==> src/rtl/audio_pkg.sv <==
// Shared audio-path constants and the gain stage state encoding.
package audio_pkg;

    localparam int unsigned SAMPLE_W  = 24;
    localparam int unsigned AXIS_W    = 32;
    localparam int unsigned GAIN_FRAC = 14;
    localparam logic [15:0] GAIN_ONE  = 16'h4000;

    typedef enum logic [2:0] {
        RX_L,
        RX_R,
        CALC,
        TX_L,
        TX_R
    } gain_state_t;

endpackage

==> src/rtl/gain_mul_sat.sv <==
// Signed sample times unsigned Q2.14 gain, rounded half up and saturated back to sample width.
module gain_mul_sat #(
    parameter int unsigned SAMPLE_W = 24,
    parameter int unsigned GAIN_W   = 16
) (
    input  logic [SAMPLE_W-1:0] sample_i,
    input  logic [GAIN_W-1:0]   gain_i,
    output logic [SAMPLE_W-1:0] result_o,
    output logic                clip_o
);
    import audio_pkg::*;

    localparam int unsigned PROD_W = SAMPLE_W + GAIN_W + 1;
    localparam int unsigned HI_W   = PROD_W - SAMPLE_W + 1;

    logic signed [PROD_W-1:0] sample_ext;
    logic signed [PROD_W-1:0] gain_ext;
    logic signed [PROD_W-1:0] prod;
    logic signed [PROD_W-1:0] prod_rnd;
    logic signed [PROD_W-1:0] q;
    logic        [HI_W-1:0]   q_hi;

    assign sample_ext = $signed({{(PROD_W-SAMPLE_W){sample_i[SAMPLE_W-1]}}, sample_i});
    assign gain_ext   = $signed({{(PROD_W-GAIN_W){1'b0}}, gain_i});
    assign prod       = sample_ext * gain_ext;
    assign prod_rnd   = prod + $signed(PROD_W'(1) <<< (GAIN_FRAC - 1));
    assign q          = prod_rnd >>> GAIN_FRAC;

    // Result fits only if every bit above the sample MSB matches the sign bit.
    assign q_hi   = q[PROD_W-1:SAMPLE_W-1];
    assign clip_o = !((&q_hi) || !(|q_hi));

    always_comb begin
        result_o = q[SAMPLE_W-1:0];
        if (clip_o) begin
            result_o = q[PROD_W-1] ? {1'b1, {(SAMPLE_W-1){1'b0}}}
                                   : {1'b0, {(SAMPLE_W-1){1'b1}}};
        end
    end

endmodule

==> src/rtl/axis_stereo_gain.sv <==
// AXIS stereo gain stage: collects an L/R frame, applies per-frame ramped gain, replays the frame.
module axis_stereo_gain #(
    parameter int unsigned       SAMPLE_W  = 24,
    parameter int unsigned       GAIN_W    = 16,
    parameter logic [GAIN_W-1:0] RAMP_STEP = GAIN_W'(16)
) (
    input  logic                        axis_clk,
    input  logic                        axis_reset,
    input  logic [audio_pkg::AXIS_W-1:0] s_axis_data,
    input  logic                        s_axis_valid,
    output logic                        s_axis_ready,
    input  logic                        s_axis_last,
    output logic [audio_pkg::AXIS_W-1:0] m_axis_data,
    output logic                        m_axis_valid,
    input  logic                        m_axis_ready,
    output logic                        m_axis_last,
    input  logic [GAIN_W-1:0]           gain_l,
    input  logic [GAIN_W-1:0]           gain_r,
    input  logic                        mute,
    output logic                        clip_l,
    output logic                        clip_r
);
    import audio_pkg::*;

    localparam int unsigned PAD_W = AXIS_W - SAMPLE_W;

    gain_state_t         state_q;
    logic [SAMPLE_W-1:0] l_q;
    logic [SAMPLE_W-1:0] r_q;
    logic [SAMPLE_W-1:0] out_r_q;
    logic [GAIN_W-1:0]   cur_l_q;
    logic [GAIN_W-1:0]   cur_r_q;
    logic [AXIS_W-1:0]   m_data_q;
    logic                m_valid_q;
    logic                m_last_q;
    logic                s_ready_q;
    logic                clip_l_q;
    logic                clip_r_q;

    logic [SAMPLE_W-1:0] mul_l_c;
    logic [SAMPLE_W-1:0] mul_r_c;
    logic                sat_l_c;
    logic                sat_r_c;
    logic [GAIN_W-1:0]   tgt_l_c;
    logic [GAIN_W-1:0]   tgt_r_c;
    logic                s_fire_c;
    logic                unused_c;

    assign unused_c = ^s_axis_data[AXIS_W-1:SAMPLE_W];
    assign s_fire_c = s_axis_valid && s_ready_q;
    assign tgt_l_c  = mute ? '0 : gain_l;
    assign tgt_r_c  = mute ? '0 : gain_r;

    // Move cur toward tgt by at most RAMP_STEP.
    function automatic logic [GAIN_W-1:0] ramp_next(input logic [GAIN_W-1:0] cur,
                                                     input logic [GAIN_W-1:0] tgt);
        if (tgt > cur) begin
            return ((tgt - cur) > RAMP_STEP) ? cur + RAMP_STEP : tgt;
        end
        return ((cur - tgt) > RAMP_STEP) ? cur - RAMP_STEP : tgt;
    endfunction

    gain_mul_sat #(.SAMPLE_W(SAMPLE_W), .GAIN_W(GAIN_W)) u_mul_l (
        .sample_i (l_q),
        .gain_i   (cur_l_q),
        .result_o (mul_l_c),
        .clip_o   (sat_l_c)
    );

    gain_mul_sat #(.SAMPLE_W(SAMPLE_W), .GAIN_W(GAIN_W)) u_mul_r (
        .sample_i (r_q),
        .gain_i   (cur_r_q),
        .result_o (mul_r_c),
        .clip_o   (sat_r_c)
    );

    always_ff @(posedge axis_clk) begin
        if (axis_reset) begin
            state_q   <= RX_L;
            l_q       <= '0;
            r_q       <= '0;
            out_r_q   <= '0;
            cur_l_q   <= '0;
            cur_r_q   <= '0;
            m_data_q  <= '0;
            m_valid_q <= 1'b0;
            m_last_q  <= 1'b0;
            s_ready_q <= 1'b0;
            clip_l_q  <= 1'b0;
            clip_r_q  <= 1'b0;
        end else begin
            clip_l_q <= 1'b0;
            clip_r_q <= 1'b0;
            case (state_q)
                RX_L: begin
                    s_ready_q <= 1'b1;
                    if (s_fire_c && !s_axis_last) begin
                        l_q     <= s_axis_data[SAMPLE_W-1:0];
                        state_q <= RX_R;
                    end
                end
                RX_R: begin
                    if (s_fire_c) begin
                        if (s_axis_last) begin
                            r_q       <= s_axis_data[SAMPLE_W-1:0];
                            s_ready_q <= 1'b0;
                            state_q   <= CALC;
                        end else begin
                            l_q <= s_axis_data[SAMPLE_W-1:0];
                        end
                    end
                end
                CALC: begin
                    m_data_q  <= {{PAD_W{1'b0}}, mul_l_c};
                    out_r_q   <= mul_r_c;
                    m_valid_q <= 1'b1;
                    m_last_q  <= 1'b0;
                    clip_l_q  <= sat_l_c;
                    clip_r_q  <= sat_r_c;
                    cur_l_q   <= ramp_next(cur_l_q, tgt_l_c);
                    cur_r_q   <= ramp_next(cur_r_q, tgt_r_c);
                    state_q   <= TX_L;
                end
                TX_L: begin
                    if (m_axis_ready) begin
                        m_data_q <= {{PAD_W{1'b0}}, out_r_q};
                        m_last_q <= 1'b1;
                        state_q  <= TX_R;
                    end
                end
                TX_R: begin
                    if (m_axis_ready) begin
                        m_valid_q <= 1'b0;
                        m_last_q  <= 1'b0;
                        s_ready_q <= 1'b1;
                        state_q   <= RX_L;
                    end
                end
                default: begin
                    s_ready_q <= 1'b0;
                    m_valid_q <= 1'b0;
                    m_last_q  <= 1'b0;
                    state_q   <= RX_L;
                end
            endcase
        end
    end

    assign s_axis_ready = s_ready_q;
    assign m_axis_data  = m_data_q;
    assign m_axis_valid = m_valid_q;
    assign m_axis_last  = m_last_q;
    assign clip_l       = clip_l_q;
    assign clip_r       = clip_r_q;

endmodule

==> config.mk <==
export PLATFORM = sky130hd
export DESIGN_NAME = axis_stereo_gain
export DESIGN_NICKNAME = d
export VERILOG_FILES = /design/src/rtl/audio_pkg.sv /design/src/rtl/gain_mul_sat.sv /design/src/rtl/axis_stereo_gain.sv
export SDC_FILE = /design/constraint.sdc
export NUM_CORES = 2
export LEC_CHECK = 0
export BUFFER_PORTS_ARGS = -buffer_cell sky130_fd_sc_hd__buf_2
export CAP_MARGIN = 5
export CELL_PAD_IN_SITES_DETAIL_PLACEMENT = 1
export CELL_PAD_IN_SITES_GLOBAL_PLACEMENT = 1
export CORE_MARGIN = 3
export CORE_UTILIZATION = 25
export CTS_CLUSTER_DIAMETER = 150
export DETAILED_ROUTE_END_ITERATION = 10
export PLACE_DENSITY_LB_ADDON = 0.12
export SKIP_LAST_GASP = 1
export SYNTH_ARGS = -nofsm -noshare
export SYNTH_HDL_FRONTEND = slang
export SYNTH_HIERARCHICAL = 1
export SYNTH_SLANG_ARGS = --single-unit
==> constraint.sdc <==
create_clock -name axis_clk -period 8 [get_ports axis_clk]
set_input_delay 0.4 -clock axis_clk [delete_from_list [all_inputs] [get_ports axis_clk]]
set_output_delay 0.4 -clock axis_clk [all_outputs]
set_load 0.005 [all_outputs]
# --- Yosys cells after proc, flatten, opt, wreduce, memory -nomap -nowiden ---
# Cells that the tools add are included.
word_totals:
  in_bits: 70
  output_inout_bits: 37
  word_cells: 110
  ff_bits: 144
classes:
  mux: 39
  addsub: 10
  n_eq_ne: 10
  reduce_logical: 27
  multipliers: 2
  bitwise: 4
  n_lt_le_gt_ge: 6
ops:
  columns: ["operator", "count"]
  rows:
  - ["$mux W24", 7]
  - ["$mux W16", 10]
  - ["$add A41 B15 Y41 const B", 2]
  - ["$mul A24 B17 Y41", 2]
  - ["$gt A16 B5 Y1 const B", 4]
  - ["$pmux W32 S2", 1]
  - ["$sub A16 B16 Y16", 4]
  - ["$pmux W24 S2", 1]
  - ["$add A16 B5 Y16 const B", 2]
  - ["$gt A16 B16 Y1", 2]
  - ["$mux W32", 1]
  - ["$sub A16 B5 Y16 const B", 2]
  - ["$reduce_and A4 Y1", 4]
  - ["$mux W3", 5]
  - ["$pmux W3 S5", 1]
  - ["$ne A2 B2 Y1 const B", 6]
  - ["$mux W1", 10]
  - ["$reduce_or A4 Y1", 2]
  - ["$eq A3 B2 Y1 const B", 2]
  - ["$pmux W1 S3", 2]
  - ["$reduce_and A3 Y1", 2]
  - ["$reduce_or A2 Y1", 3]
  - ["$logic_not A1 Y1", 5]
  - ["$reduce_and A5 Y1", 1]
  - ["other kinds (10)", 17]

# --- Depth between registers and ports, before layout ---
logic_depth:
  ltp_word: 7
  mapped_depth: 30
  ltp_nobuf: 26

# --- By module ---
# Netlist, hierarchy kept.
by_module_without_submodules:
  columns: ["mod", "area_each_um2", "n_inst", "seq_area_each_um2", "cells_each"]
  rows:
  - ["gain_mul_sat at u_mul_r", 14931.8, 1, 0.0, 1719]
  - ["gain_mul_sat at u_mul_l", 14876.8, 1, 0.0, 1676]
  - ["axis_stereo_gain", 10148.5, 1, 2722.6, 1390]

# --- Worst setup path before layout ---
# Ideal clock, no wire load.
synth_timing:
  path_kind: "register to register"
  startpoint: "register l_q[23]"
  endpoint: "register m_data_q[10] (netlist: m_axis_data[10])"
  n_path_buf: 2
  t_arrival_ns: 6.832
  stages_incl_launch_ff: 24
  slack_ns: 1.030
  path_cell_list: "dfxtp_1 clkbuf_1 nand2_1 fa_1 fa_1 inv_1 fa_1 fa_1 fa_1 inv_1 fa_1 inv_1 ha_1 nand4_4 or4_4 or3_4 o221ai_4 a21oi_2 xnor2_2 a31o_4 buf_4 a21o_1 mux2i_1 a211oi_1"
synth_between:
  elab_chain_cells: 7
synth_lines:
  columns: ["element", "line_no", "rtl"]
  rows:
  - ["from (decl)", "axis_stereo_gain.sv:28", "logic [SAMPLE_W-1:0] l_q;"]
  - ["from (signal assigned)", "axis_stereo_gain.sv:98", "l_q <= s_axis_data[SAMPLE_W-1:0];"]
  - ["from (signal assigned)", "axis_stereo_gain.sv:109", "l_q <= s_axis_data[SAMPLE_W-1:0];"]
  - ["$mul A24 B17 Y41 *", "gain_mul_sat.sv:25", "assign prod = sample_ext * gain_ext;"]
  - ["$add A41 B15 Y41 *", "gain_mul_sat.sv:26", "assign prod_rnd = prod + $signed(PROD_W'(1) <<< (GAIN_FRAC - 1));"]
  - ["$reduce_or A4 Y1", "gain_mul_sat.sv:31", "assign clip_o = !((&q_hi) || !(|q_hi));"]
  - ["$logic_not A1 Y1", "gain_mul_sat.sv:31", null]
  - ["$logic_or A1 B1 Y1", "gain_mul_sat.sv:31", null]
  - ["$mux W24 *", "gain_mul_sat.sv:35", "if (clip_o) begin"]
  - ["net mul_l_c[10]", "axis_stereo_gain.sv:40", "logic [SAMPLE_W-1:0] mul_l_c;"]
  - ["$pmux W32 S2 *", "axis_stereo_gain.sv:94", "case (state_q)"]
  - ["to (signal assigned)", "axis_stereo_gain.sv:114", "m_data_q <= {{PAD_W{1'b0}}, mul_l_c};"]
  - ["to (signal assigned)", "axis_stereo_gain.sv:126", "m_data_q <= {{PAD_W{1'b0}}, out_r_q};"]
  - ["to (decl)", "axis_stereo_gain.sv:33", "logic [AXIS_W-1:0] m_data_q;"]
# The timed path passes the listed nets; every way through them passes the cells marked *.
# A chain may end at the register's enable or synchronous reset.

# --- Worst setup path after layout ---
layout_timing:
  startpoint: "register l_q[17]"
  endpoint: "register m_data_q[12] (netlist: m_axis_data[12])"
# The elaborated chain is that of the path after synthesis.

==> results.cfg <==
[setup_path]
cp_max_fo = 23
required_ns = 8.32
worst-path-buf-inv = 3
path_class = flop to flop
critical-path-slowest-cell = dfxtp_1
reg2reg_from = l_q[17]
critPathArrivalTime_ns = 7.85
timing.rr.end = m_axis_data[12]
cp_cell_sequence = nand2_1, fa_1, inv_1, fa_1, fa_1, fa_1, fa_1, inv_1, fa_1, inv_1, ha_1, and3_1, nand2_2, or3_1, o211ai_1, a21o_1, o21ai_0, a211o_1, o31a_4, a21o_1, mux2i_1, a211oi_1
rr_worst_depth = 22
cp_slowest_stage_delay_ns = 0.92
end_kind = flop
crit_top_cell = fa_1
r2r_slack_ns = 0.47
crit_family = adder cells
cp-start-kind = flop

[synthesis]
yosysMostFrequentCell = inv_1
synth_top_cell_area_share_pct = 37.78
syn_inst = 4785
yosysSeqAreaShare_pct = 6.814
synth-edff-count = 0
synthFlopType = dfxtp_1
synth_largest_area_cell = fa_1
syn_avg_cell_area_sq_um = 8.350
synth_top_family_by_area = adder cells
synth-seq-cells = 136
synth_cell_types = 98
synth-compound-area-share_pct = 10.98
synthTopCellsByCount = 1084 x inv_1, 754 x fa_1, 552 x nand2_1, 494 x and2_1, 306 x ha_1
yosys.area_share.simple_pct = 18.78
yosys_warnings = 6
netlist_top_cells_area = fa_1 38%, inv_1 10%, ha_1 9.6%, and2_1 7.7%, dfxtp_1 6.8%
ys_async_sr_fraction_pct = 0
synthMuxAreaShare_pct = 0.9018
yosys.area_share.adder_pct = 47.36
synthXorXnorAreaFrac_pct = 2.471
netlist_area_sq_um = 39960

[status]
status = complete, no violations

[min_path]
holdPathEnd = l_q[9]
min_delay_path_depth = 3
hold_path_class = primary input to flop
worst_hold_startpoint = s_axis_data[9]

[clock_tree]
cts_tree = yes
post_cts_buffers = 0
numCtsBuffers = 17
ctsResizeCount = 0
clk_latency_ns = 0.50
clock_path_buffers = 2
ctsHoldBuffers = 0
path_clk_slew_ns = 0.07
cts_htree_levels = 4
cts-root-buf = clkbuf_16
cts_sinks = 136

[global_routing]
antenna_found_initial = 13
grt_pass1_vias = 35611
grt_pass1_wl_mm = 221.7
grtUsageTotal_pct = 17.71
grt_max_degree = 68
grt.overflow.total = 0

[power]
seq_power_share_pct = 33.4
power.share.switching_pct = 38.25
p_leak_nw = 22.40
clkPwrFrac_pct = 39.7
p_int_mw = 1.337
power.switching_uw = 828.4
p_per_area_nw_per_um2 = 49.16
power_frac_comb_pct = 26.8
peakVddDrop_mv = 0.1698

[placed_design]
gp_congestion = 0.8092
port_buffers = 90
dp.cells = 6878
hpwl_mm = 118.7

[detailed_routing]
vias = 31565
drt_iter0_drc = 1171
drt-pass1-iter-count = 5
wl_per_cell_um = 20.44
vias_per_cell = 4.562
drc = 0
wl_mm = 141.4
ant_nets = 0

[timing]
setup-violations-final = 0
setup_tns_ns = 0
rsz0062_at_grt = no
hold_violations = 0
fin_skew_ns = 0.02870
worstMarginPinSlew_ns = 1.069
period_needed_ns = 7.532
fmax_mhz = 132.8
slew_violations = 0
slew_headroom_pct = 26.89
period_share_pct = 94.15

[floorplan]
chipHeight_um = 405.8
rows = 146
ios = 107
start_util_pct = 25.20
die_w_um = 405.8
dieArea_sq_um = 164700
fp.coreArea_sq_um = 158600

[layout]
nets = 5955
final_cells = 6919
post_route_cells_drive_above_1_share_pct = 7.172
fin_util_pct = 27.78
area_growth_pct = 10.25

[flow_run]
maxCapViolations = 0
[metrics by stage]
step | power (mW) | worst slack [ns] | area (sq um) | hold slack, ns
final | 2.166 | 0.4678 | 44050 | 0.1873
after global routing | 2.290 | 0.007248 | 44030 | 0.1737
after CTS | 2.214 | 0.2255 | 44020 | 0.1386
after detailed placement | 1.320 | 0.2601 | 43420 | 0.4475
after global placement | 1.319 | 0.3545 | 43420 | 0.4473
after floorplan | 1.091 | 1.030 | 39980 | 0.4357
[state kept, by name (all words and copies together) (netlist names), 3 cells and up]
register	cells
l_q	24
out_r_q	24
state_q	3
cur_r_q	16
r_q	24
m_axis_data	24
cur_l_q	16
[layer usage]
metal / up-vias / GRT usage [%] / wire (um)
li1: 14794 / - / -
met1: 16307 / 24.62 / 67750
met2: 385 / 29.38 / 66260
met3: 79 / 2.580 / 5433
met4: 0 / 3.195 / 1962
met5: - / 0 / 0
[worst max-delay path by stage]
stage / from / end / slack, ns / cells past startpoint
2_1_floorplan: l_q[23] / m_axis_data[10] / 1.03 / 23
3_3_place_gp: cur_l_q[6] / m_axis_data[10] / 0.35 / 24
3_5_place_dp: cur_l_q[6] / m_axis_data[0] / 0.26 / 24
4_1_cts: cur_l_q[6] / m_axis_data[0] / 0.23 / 24
5_1_grt: cur_r_q[5] / out_r_q[17] / 0.007 / 25
6_report: l_q[17] / m_axis_data[12] / 0.47 / 22
[placed cells by master (no fill, tap or decap), types with 89 or more instances in the layout]
| cell | instances |
|---|---|
| inv_1 | 1084 |
| fa_1 | 754 |
| nand2_1 | 550 |
| and2_1 | 493 |
| ha_1 | 306 |
| a21oi_1 | 229 |
| buf_4 | 147 |
| dfxtp_1 | 125 |
| nor2_1 | 121 |
| o21ai_0 | 93 |
| buf_2 | 89 |
[power by group through the flow]
stage	Combinational (mW)	Clock, mW	Sequential [mW]
final	0.581	0.860	0.724
after global routing	0.644	0.920	0.727
after CTS	0.583	0.906	0.725
after detailed placement	0.579	0	0.740
after global placement	0.579	0	0.741
after floorplan	0.376	0	0.715
[logic make-up (layout without fill, tap and decap cells)]
kind of cell               after synthesis  count (layout)
and+or+nand+nor                       1463            1463
buffers and inverters                 1319            1365
adders and majority gates             1060            1060
AOI/OAI and AO/OA                      659             659
DFF                                    136             136
xor gates and xnor gates               111             111
muxes                                   36              36
other                                    1              17
[cell type report]
type | instances | area (sq um)
Inverter | 1084 | 4069
Clock buffer | 17 | 425.4
Tap cell | 2072 | 2592
Multi-Input combinational cell | 3337 | 32220
Sequential cell | 136 | 2736
Fill cell | 18840 | 114500
Clock inverter | 15 | 177.7
Timing Repair Buffer | 249 | 1809
Antenna cell | 9 | 22.52
[worst min-delay path, delay by kind of cell]
family,cells,cell delay (ns)
AOI/OAI and AO/OA,1,0.05
buffers and inverters,1,0.12
and+or+nand+nor,1,0.06
Power figures use the tool's default switching activity.
